--- config.mk ---
export PLATFORM = sky130hd
export DESIGN_NAME = bla_subtractor_pipe
export DESIGN_NICKNAME = d
export VERILOG_FILES = /design/src/rtl/bla_subtractor_pipe.sv
export SDC_FILE = /design/constraint.sdc
export NUM_CORES = 1
export LEC_CHECK = 0
export ABC_AREA = 1
export BUFFER_PORTS_ARGS = -buffer_cell sky130_fd_sc_hd__buf_2
export CAP_MARGIN = 30
export CORE_MARGIN = 3
export CORE_UTILIZATION = 42
export DETAILED_ROUTE_END_ITERATION = 12
export PLACE_DENSITY_LB_ADDON = 0.25
export SLEW_MARGIN = 20
export SYNTH_ARGS = -nofsm -noshare
export SYNTH_HDL_FRONTEND = slang
export SYNTH_SLANG_ARGS = --single-unit
--- constraint.sdc ---
create_clock -name clk -period 2.4 [get_ports clk]
set_clock_uncertainty 0.15 [all_clocks]
set_input_delay 0.48 -clock clk [delete_from_list [all_inputs] [get_ports clk]]
set_output_delay 0.48 -clock clk [all_outputs]
set_load 0.1 [all_outputs]
--- src/rtl/bla_subtractor_pipe.sv ---
// ---------------------------------------------------------------------------
// bla_subtractor_pipe
//   Two-stage pipelined borrow-lookahead subtractor: Diff = A - B - Bin,
//   modulo 2^WIDTH. Stage 1 resolves the lower WIDTH/2 bits and registers the
//   mid borrow together with the upper operand halves. Stage 2 resolves the
//   upper half and drives the output register. Valid/ready on both sides gives
//   full throughput while the consumer keeps out_ready high.
//
//   Optional feature macro: SUB_OVF_EN adds the Ovf port (signed overflow),
//   registered alongside Diff/Bout.
//
// Ports
//   clk        in   1      rising-edge clock
//   rst_n      in   1      asynchronous, active-low reset
//   in_valid   in   1      A/B/Bin valid
//   in_ready   out  1      block can accept this cycle
//   A          in   WIDTH  minuend, unsigned
//   B          in   WIDTH  subtrahend, unsigned
//   Bin        in   1      borrow in
//   out_valid  out  1      Diff/Bout (and Ovf) valid
//   out_ready  in   1      downstream accepts
//   Diff       out  WIDTH  (A - B - Bin) mod 2^WIDTH
//   Bout       out  1      unsigned borrow out (A < B + Bin)
//   Ovf        out  1      signed overflow (only with SUB_OVF_EN)
// ---------------------------------------------------------------------------
module bla_subtractor_pipe #(
    parameter int WIDTH = 8
) (
    input  logic             clk,
    input  logic             rst_n,
    input  logic             in_valid,
    output logic             in_ready,
    input  logic [WIDTH-1:0] A,
    input  logic [WIDTH-1:0] B,
    input  logic             Bin,
    output logic             out_valid,
    input  logic             out_ready,
    output logic [WIDTH-1:0] Diff,
    output logic             Bout
`ifdef SUB_OVF_EN
    ,
    output logic             Ovf
`endif
);

    localparam int HW = WIDTH / 2;

    generate
        if ((WIDTH < 2) || ((WIDTH % 2) != 0)) begin : g_bad_width
            $error("bla_subtractor_pipe: WIDTH must be even and >= 2");
        end
    endgenerate

    // Borrow-lookahead over one half: returns {borrow_out, diff_half}.
    function automatic logic [HW:0] sub_half(input logic [HW-1:0] a,
                                             input logic [HW-1:0] b,
                                             input logic          bin);
        logic [HW:0]   br;
        logic [HW-1:0] d;
        logic          g;
        logic          p;
        br[0] = bin;
        for (int i = 0; i < HW; i++) begin
            g       = ~a[i] & b[i];
            p       = ~(a[i] ^ b[i]);
            br[i+1] = g | (p & br[i]);
            d[i]    = a[i] ^ b[i] ^ br[i];
        end
        return {br[HW], d};
    endfunction

    // Handshake control
    logic s1_valid;
    logic rdy_en;
    logic s2_load;
    logic s1_load;
    logic accept;

    assign s2_load  = ~out_valid | out_ready;
    assign s1_load  = ~s1_valid | s2_load;
    // rdy_en keeps in_ready low through reset and re-opens on the first edge after release.
    assign in_ready = rdy_en & s1_load;
    assign accept   = in_valid & in_ready;

    // ---- stage 0 -> stage 1: lower half resolved ----
    logic [HW:0]   lo_res;
    logic [HW-1:0] diff_lo_p1;
    logic          bmid_p1;
    logic [HW-1:0] a_hi_p1;
    logic [HW-1:0] b_hi_p1;

    assign lo_res = sub_half(A[HW-1:0], B[HW-1:0], Bin);

    always_ff @(posedge clk or negedge rst_n) begin
        if (!rst_n) begin
            s1_valid <= 1'b0;
            rdy_en   <= 1'b0;
        end else begin
            rdy_en <= 1'b1;
            if (s1_load) s1_valid <= accept;
        end
    end

    // Stage-1 data needs no reset: it is only observed behind s1_valid.
    always_ff @(posedge clk) begin
        if (accept) begin
            diff_lo_p1 <= lo_res[HW-1:0];
            bmid_p1    <= lo_res[HW];
            a_hi_p1    <= A[WIDTH-1:HW];
            b_hi_p1    <= B[WIDTH-1:HW];
        end
    end

    // ---- stage 1 -> stage 2: upper half resolved, output register ----
    logic [HW:0] hi_res;

    assign hi_res = sub_half(a_hi_p1, b_hi_p1, bmid_p1);

    always_ff @(posedge clk or negedge rst_n) begin
        if (!rst_n) begin
            out_valid <= 1'b0;
            Diff      <= '0;
            Bout      <= 1'b0;
        end else if (s2_load) begin
            out_valid <= s1_valid;
            if (s1_valid) begin
                Diff <= {hi_res[HW-1:0], diff_lo_p1};
                Bout <= hi_res[HW];
            end
        end
    end

`ifdef SUB_OVF_EN
    // Operand MSBs ride in the registered upper halves.
    logic ovf_next;
    assign ovf_next = (a_hi_p1[HW-1] ^ b_hi_p1[HW-1]) & (a_hi_p1[HW-1] ^ hi_res[HW-1]);

    always_ff @(posedge clk or negedge rst_n) begin
        if (!rst_n) begin
            Ovf <= 1'b0;
        end else if (s2_load && s1_valid) begin
            Ovf <= ovf_next;
        end
    end
`endif

endmodule
After elaboration in Yosys (flattened, before gate mapping)

Index checks and enable logic that the tools add are counted.
W data, S select, Z words.

Register bits after elaboration: 25
Output and inout port bits: 11
Logic and storage cells: 72

Reduce and logical (&&, ||, !) cells: 1
Bitwise operators: 62

Operators with widths:

| kind              | number |
|---|---|
| $and A1 B1 Y1     | 18 |
| $not A1 Y1        | 18 |
| $xor A1 B1 Y1     | 16 |
| $or A1 B1 Y1      | 10 |
| $reduce_and A2 Y1 | 1 |

Longest topological paths before layout

Gate-level depths: netlist of run 1.

Depth in word-level cells: 10
Mapped depth: 10
Mapped depth without buffers: 10

Least setup slack after synthesis of run 1

No wires, ideal clock.

Path kind: in2reg
Start point: input port B[0]
End point: register diff_lo_p1[3], data pin
Stages on the path: 7
Path buffers: 0
Setup time: 269 ps
Arrival: 1906 ps
Path slack: 75 ps
Data required time: 1981 ps
Path through: inv_1 -> fa_1 -> inv_1 -> fa_1 -> fa_1 -> inv_1 -> fa_1

Longest elaborated chain between the ends: 9
Elaborated cells on any way between the ends: 10
Classes of those cells: 10 x bitwise

RTL lines:

| what                 | line | RTL |
|---|---|---|
| start, declared      | 34   | `input logic [WIDTH-1:0] B,` |
| $xor A1 B1 Y1        | 65   | `p = ~(a[i] ^ b[i]);` |
| $not A1 Y1           | 65   |  |
| $and A1 B1 Y1        | 66   | `br[i+1] = g \| (p & br[i]);` |
| $or A1 B1 Y1 *       | 66   |  |
| $and A1 B1 Y1 *      | 66   |  |
| $or A1 B1 Y1 *       | 66   |  |
| $and A1 B1 Y1 *      | 66   |  |
| $or A1 B1 Y1 *       | 66   |  |
| $xor A1 B1 Y1 *      | 67   | `d[i] = a[i] ^ b[i] ^ br[i];` |
| net lo_res[3]        | 86   | `logic [HW:0] lo_res;` |
| end signal, assigned | 107  | `diff_lo_p1 <= lo_res[HW-1:0];` |
| end, declared        | 87   | `logic [HW-1:0] diff_lo_p1;` |

Mark *: on every way through the listed nets, which the timed path passes. The rest lies on a longest branch.
A chain may end at the register's enable or synchronous reset.

Worst setup path in the final report of run 1

Start point: register bmid_p1
End point: register Diff[7]

Longest elaborated chain between the ends: 7

RTL lines:

| what                   | line | RTL |
|---|---|---|
| start, declared        | 88   | `logic bmid_p1;` |
| start signal, assigned | 108  | `bmid_p1 <= lo_res[HW];` |
| $and A1 B1 Y1          | 66   |  |
| $or A1 B1 Y1           | 66   |  |
| $and A1 B1 Y1          | 66   |  |
| $or A1 B1 Y1           | 66   |  |
| $and A1 B1 Y1          | 66   |  |
| $or A1 B1 Y1           | 66   |  |
| $xor A1 B1 Y1          | 67   |  |
| net hi_res[3]          | 115  | `logic [HW:0] hi_res;` |
| end signal, assigned   | 127  | `Diff <= {hi_res[HW-1:0], diff_lo_p1};` |
| end, declared          | 38   | `output logic [WIDTH-1:0] Diff,` |

The timed path passes the listed nets, and every way through them passes these cells.

==> results_dict.tcl, run 1 <==
set metrics [dict create \
    worst_hold_path_type "input port to flop" \
    via_per_inst 4.308 \
    final_core_util_pct 53.45 \
    startpoint_type "flop" \
    cts-root-buf "clkbuf_4" \
    dieArea_mm2 0.003318 \
    critPathMaxStageDelay_ns 0.41 \
    vias 685 \
    die_h_um 57.61 \
    syn_nets 123 \
    synth_seq_cells 25 \
    clk_latency_ns 0.31 \
    drc_errors 0 \
    area_delta_synth_final_pct 19.46 \
    synth_area_leaders "edfxtp_1 (35%), dfrtp_1 (27%), fa_1 (14%)" \
    cp.arrival_ns 2.34 \
    synthCells 94 \
    start_util_pct 44.74 \
    antennaDiodeCount 0 \
    first_pass_iters 4 \
    synth_mux_area_share_pct 0 \
    synth_xor_area_share_pct 0 \
    synth.distinct_cells 12 \
    dp_hpwl_um 1211 \
    avgSynthCellArea_um2 11.90 \
    synth_compound_area_share_pct 0.4474 \
    cp_common_cell "fa_1" \
    instances_no_fill 159 \
    r2r_slack_ns 0.13 \
    synthSimpleGateAreaFrac_pct 13.09 \
    grt_pass1_vias 609 \
    coreArea_mm2 0.002500 \
    yosysTopAreaCellShare_pct 34.90 \
    clkSinkCount 25 \
    crit_slowest_cell "edfxtp_1" \
    place.gp.congestion 0.7178 \
    synth_fa_ha_area_share_pct 14.32 \
    status "finished clean" \
    cts_tree "done" \
    ir_drop_mv 0.6565 \
    max_cap_viol_count 0 \
    cts-htree-levels 1 \
    grt_max_degree 15 \
    cts_made_buffers 3 \
    fin_setup_tns_ns 0 \
    yosys.area.top_type "edfxtp_1" \
    initialDrtViolationCount 16 \
    crit_start "bmid_p1$_DFFE_PP_" \
    clk_pin_slew_ns 0.13 \
    dp.cells 154 \
    most-common-layout-cells "buf_2 (31), inv_1 (23), nand2_1 (20), edfxtp_1 (13), dfrtp_1 (12)" \
    min_period_ns 2.274 \
    clock_path_buffers 2 \
    total_power_mw 1.161 \
    grt_pass1_wl_um 2635 \
    synth_top_family_by_area "adder cells" \
    ys_warn_count 0 \
    required_ns 2.47 \
    finalCritPeriodShare_pct 94.74 \
    post-cts-setup-buffer-count 0 \
    antenna_found_initial 0 \
    power_density_mw_per_mm2 868.9 \
    grt_overflow 0 \
    synth_seq_area_share_pct 61.74 \
    power.leakage_nw 0.7053 \
    worstSetupPathType "flop to flop" \
    holdCritStartpoint "B[5]" \
    drive_gt1_share_pct 31.78 \
    max_freq_mhz 439.8 \
    row_count 18 \
    netlist_area_mm2 0.001119 \
    grt_usage_pct 10.67 \
    pin_count 32 \
    wl_per_cell_um 9.931 \
    finalHoldViolations 0 \
    cp-end-kind "flop" \
    io_buffers 31 \
    postRouteAntennaNets 0 \
    crit_chain "inv_2 > fa_1 > inv_1 > fa_1 > fa_2 > inv_1 > fa_1 > nand3_1 > nand2_1" \
    mostFrequentLayoutCell "buf_2" \
    die_w_um 57.61 \
    setup_violations 0 \
    drt-total-wl_um 1579 \
    drv_slew 0 \
    r2r-start "bmid_p1$_DFFE_PP_" \
    worstPathMaxFanout 1 \
    worst_slack_ns 0.1263 \
    final_nets 159 \
    rsz0062_at_grt "false" \
    dpl_worst_slack_ns -0.09204 \
]
-- power by group --
group / total [mW] / leakage (nW) / internal (mW) / switching [mW]
registers: 0.539 / 0.270 / 0.509 / 0.0298
clock network: 0.180 / 0.0177 / 0.0623 / 0.117
logic: 0.443 / 0.418 / 0.0736 / 0.369
total: 1.16 / 0.705 / 0.645 / 0.516
-- synthesized netlist by cell type --
master    instances
nor2_1            1
edfxtp_1         13
conb_1            1
fa_1              8
nand2_2           2
nand2_1          20
nand3_1           9
nand3_2           1
buf_6             2
dfrtp_1          12
o21ai_0           1
inv_1            24
-- routing by layer --
metal / vias to the layer above / GRT usage, % / routed length, um
met2: 19 / 16.77 / 764
met3: 5 / 2.036 / 95
met1: 311 / 13.37 / 669
li1: 350 / - / -
met5: - / 0 / 0
met4: 0 / 6.954 / 48
-- registers in the layout, indices dropped and copies added, names as in the netlist --
| signal | flops |
|---|---|
| out_valid | 1 |
| s1_valid | 1 |
| a_hi_p1 | 4 |
| rdy_en | 1 |
| diff_lo_p1 | 4 |
| Bout | 1 |
| Diff | 8 |
| bmid_p1 | 1 |
| b_hi_p1 | 4 |
-- worst max-delay path, delay by kind of cell, from the launching register on --
| kind | cells | cell delay, ns |
|---|---|---|
| buf+inv | 3 | 0.19 |
| simple gates | 2 | 0.16 |
| flops | 1 | 0.41 |
| fa+ha+maj | 4 | 1.28 |
-- metrics by stage --
step	hold slack (ns)	instance area, um^2
6_report	0.1796	1336
5_1_grt	0.1601	1336
4_1_cts	0.1615	1334
3_5_place_dp	0.2270	1296
3_3_place_gp	0.2177	1296
2_1_floorplan	0.03441	1119
-- final cells by class --
type,instances,area [um^2]
Multi-Input combinational cell,43,317.8
Timing Repair Buffer,33,172.7
Clock inverter,1,5.005
Tap cell,30,37.54
Fill cell,214,1164
Clock buffer,3,22.52
Sequential cell,25,690.7
Inverter,24,90.09
-- kinds of logic (layout without fill, tap and decap cells) --
logic type | after synthesis | in the layout
compound gates | 1 | 1
other cells | 1 | 1
buf+inv | 26 | 61
simple gates | 33 | 33
flops | 25 | 25
fa+ha+maj | 8 | 8
-- worst paths after layout --
kind / cells past startpoint / to
max in group asynchronous: 2 / s1_valid$_DFFE_PN0N_
hold reg to reg: 2 / Diff[5]$_DFFE_PN0P_
hold / removal: 1 / b_hi_p1[1]$_DFFE_PP_
setup / recovery: 9 / Diff[7]$_DFFE_PN0P_
min in group asynchronous: 2 / Diff[0]$_DFFE_PN0P_
setup reg to reg: 9 / Diff[7]$_DFFE_PN0P_
-- repair_timing --
action                                  4_1_cts  5_1_grt
hold buffers                                  1        0
hold endpoints to repair                     12        0
gates resized for setup                       0        2
endpoints found under the setup margin        0        1
Note: power is estimated with default switching activity, not from simulation.
==> run 2, diff against run 1 <==
Settings changed: RECOVER_POWER set to 25.
==> results_dict.tcl, run 2 (synthesized netlist as in run 1, its figures left out) <==
set metrics [dict create \
    status "finished clean" \
    hold_path_depth 1 \
    dieArea_mm2 0.003318 \
    coreArea_mm2 0.002500 \
    place.gp.congestion 0.7178 \
    pin_count 32 \
    grt_pass1_vias 609 \
    cts-root-buf "clkbuf_4" \
    cp_common_cell "fa_1" \
    drc_errors 0 \
    fin_area_mm2 0.001335 \
    dpl_worst_slack_ns -0.09204 \
    setup_violations 0 \
    max_cap_viol_count 0 \
    required_ns 2.47 \
    clock_path_buffers 2 \
    slew-limit-headroom_pct 55.78 \
    cp.buffers_inverters 3 \
    antennaDiodeCount 0 \
    via_per_inst 4.296 \
    worst_slack_ns 0.1263 \
    cp-end-kind "flop" \
    initialDrtViolationCount 16 \
    grt_pass1_wl_um 2635 \
    dp_hpwl_um 1211 \
    largest_register_ffs 8 \
    area_delta_synth_final_pct 19.35 \
    power.leakage_nw 0.7026 \
    first_pass_iters 4 \
    postRouteAntennaNets 0 \
    wl_per_cell_um 9.925 \
    reg2reg_depth 9 \
    cts_made_buffers 3 \
    seqCellArea_um2 690.7 \
    die_h_um 57.61 \
    antenna_found_initial 0 \
    critPathMaxStageDelay_ns 0.41 \
    start_util_pct 44.74 \
    row_count 18 \
    crit_chain "inv_2 > fa_1 > inv_1 > fa_1 > fa_2 > inv_1 > fa_1 > nand3_1 > nand2_1" \
    ir_drop_mv 0.6565 \
    io_buffers 31 \
    mostFrequentLayoutCell "buf_2" \
    clk_pin_slew_ns 0.13 \
    clk_latency_ns 0.31 \
    most-common-layout-cells "buf_2 (30), inv_1 (23), nand2_1 (20), edfxtp_1 (13), dfrtp_1 (12)" \
    finalHoldViolations 0 \
    grt_overflow 0 \
    worstSetupPathType "flop to flop" \
    cts-htree-levels 1 \
    finalCritPeriodShare_pct 94.74 \
    fin_setup_tns_ns 0 \
    min_period_ns 2.274 \
    multiInputGateArea_um2 317.8 \
    grt_usage_pct 10.67 \
    cp.depth 9 \
    startpoint_type "flop" \
    drv_slew 0 \
    die_w_um 57.61 \
    whs_ns 0.1796 \
    clkSinkCount 25 \
    cts_tree "done" \
    cp.arrival_ns 2.34 \
    vias 683 \
    nFillCells 213 \
    final_nets 159 \
    dpl_cell_area_mm2 0.001296 \
    max_freq_mhz 439.8 \
    drt-total-wl_um 1578 \
    power_density_mw_per_mm2 869.5 \
    crit_slowest_cell "edfxtp_1" \
    tightest_slew_ns 0.6633 \
    worst_hold_path_type "input port to flop" \
    top_register "Diff" \
    rsz0062_at_grt "false" \
    crit_family "adder cells" \
    final_core_util_pct 53.40 \
    worstPathMaxFanout 1 \
    drive_gt1_share_pct 31.01 \
    grt_max_degree 15 \
]
[run 2: layout make-up]
type / count / share of cell area [%]
flip-flops and latches: 25 / 51.73
repair buffers: 33 / 12.84
clock inverters: 1 / 0.3749
multi-input cells: 43 / 23.81
clock buffers: 3 / 1.687
inverters: 24 / 6.748
well taps: 30 / 2.812
[run 2: metal layers]
metal	GRT usage, %	vias up	wire [um]
met5	0	-	0
met3	2.036	5	95
met2	16.77	19	764
met4	6.954	0	48
li1	-	350	-
met1	13.37	309	669
[run 2: final timing paths]
| kind | start | to | slack, ns |
|---|---|---|---|
| hold / removal | B[5] | b_hi_p1[1]$_DFFE_PP_ | 0.18 |
| setup reg to reg | bmid_p1$_DFFE_PP_ | Diff[7]$_DFFE_PN0P_ | 0.13 |
| max in group asynchronous | rst_n | s1_valid$_DFFE_PN0N_ | 1.14 |
| min in group asynchronous | rst_n | Diff[0]$_DFFE_PN0P_ | 0.54 |
| setup / recovery | bmid_p1$_DFFE_PP_ | Diff[7]$_DFFE_PN0P_ | 0.13 |
| hold reg to reg | Diff[5]$_DFFE_PN0P_ | Diff[5]$_DFFE_PN0P_ | 0.34 |
[run 2: report_power, final]
part           internal [mW]  switching [mW]  total [mW]
Sequential             0.509          0.0297       0.539
Combinational         0.0733           0.369       0.443
Clock                 0.0623           0.117       0.180
[run 2: metrics by stage]
step / cells / power, mW
after floorplan: 94 / 0.9115
after global placement: 154 / 0.9860
after detailed placement: 154 / 0.9930
after CTS: 159 / 1.179
after global routing: 159 / 1.225
final: 159 / 1.161
[run 2: repair_timing]
action / in CTS / in global routing
gates resized for setup: 0 / 2
endpoints found under the setup margin: 0 / 1
hold buffers: 1 / 0
endpoints found under the hold margin: 12 / 0
buffers inserted: 0 / 0
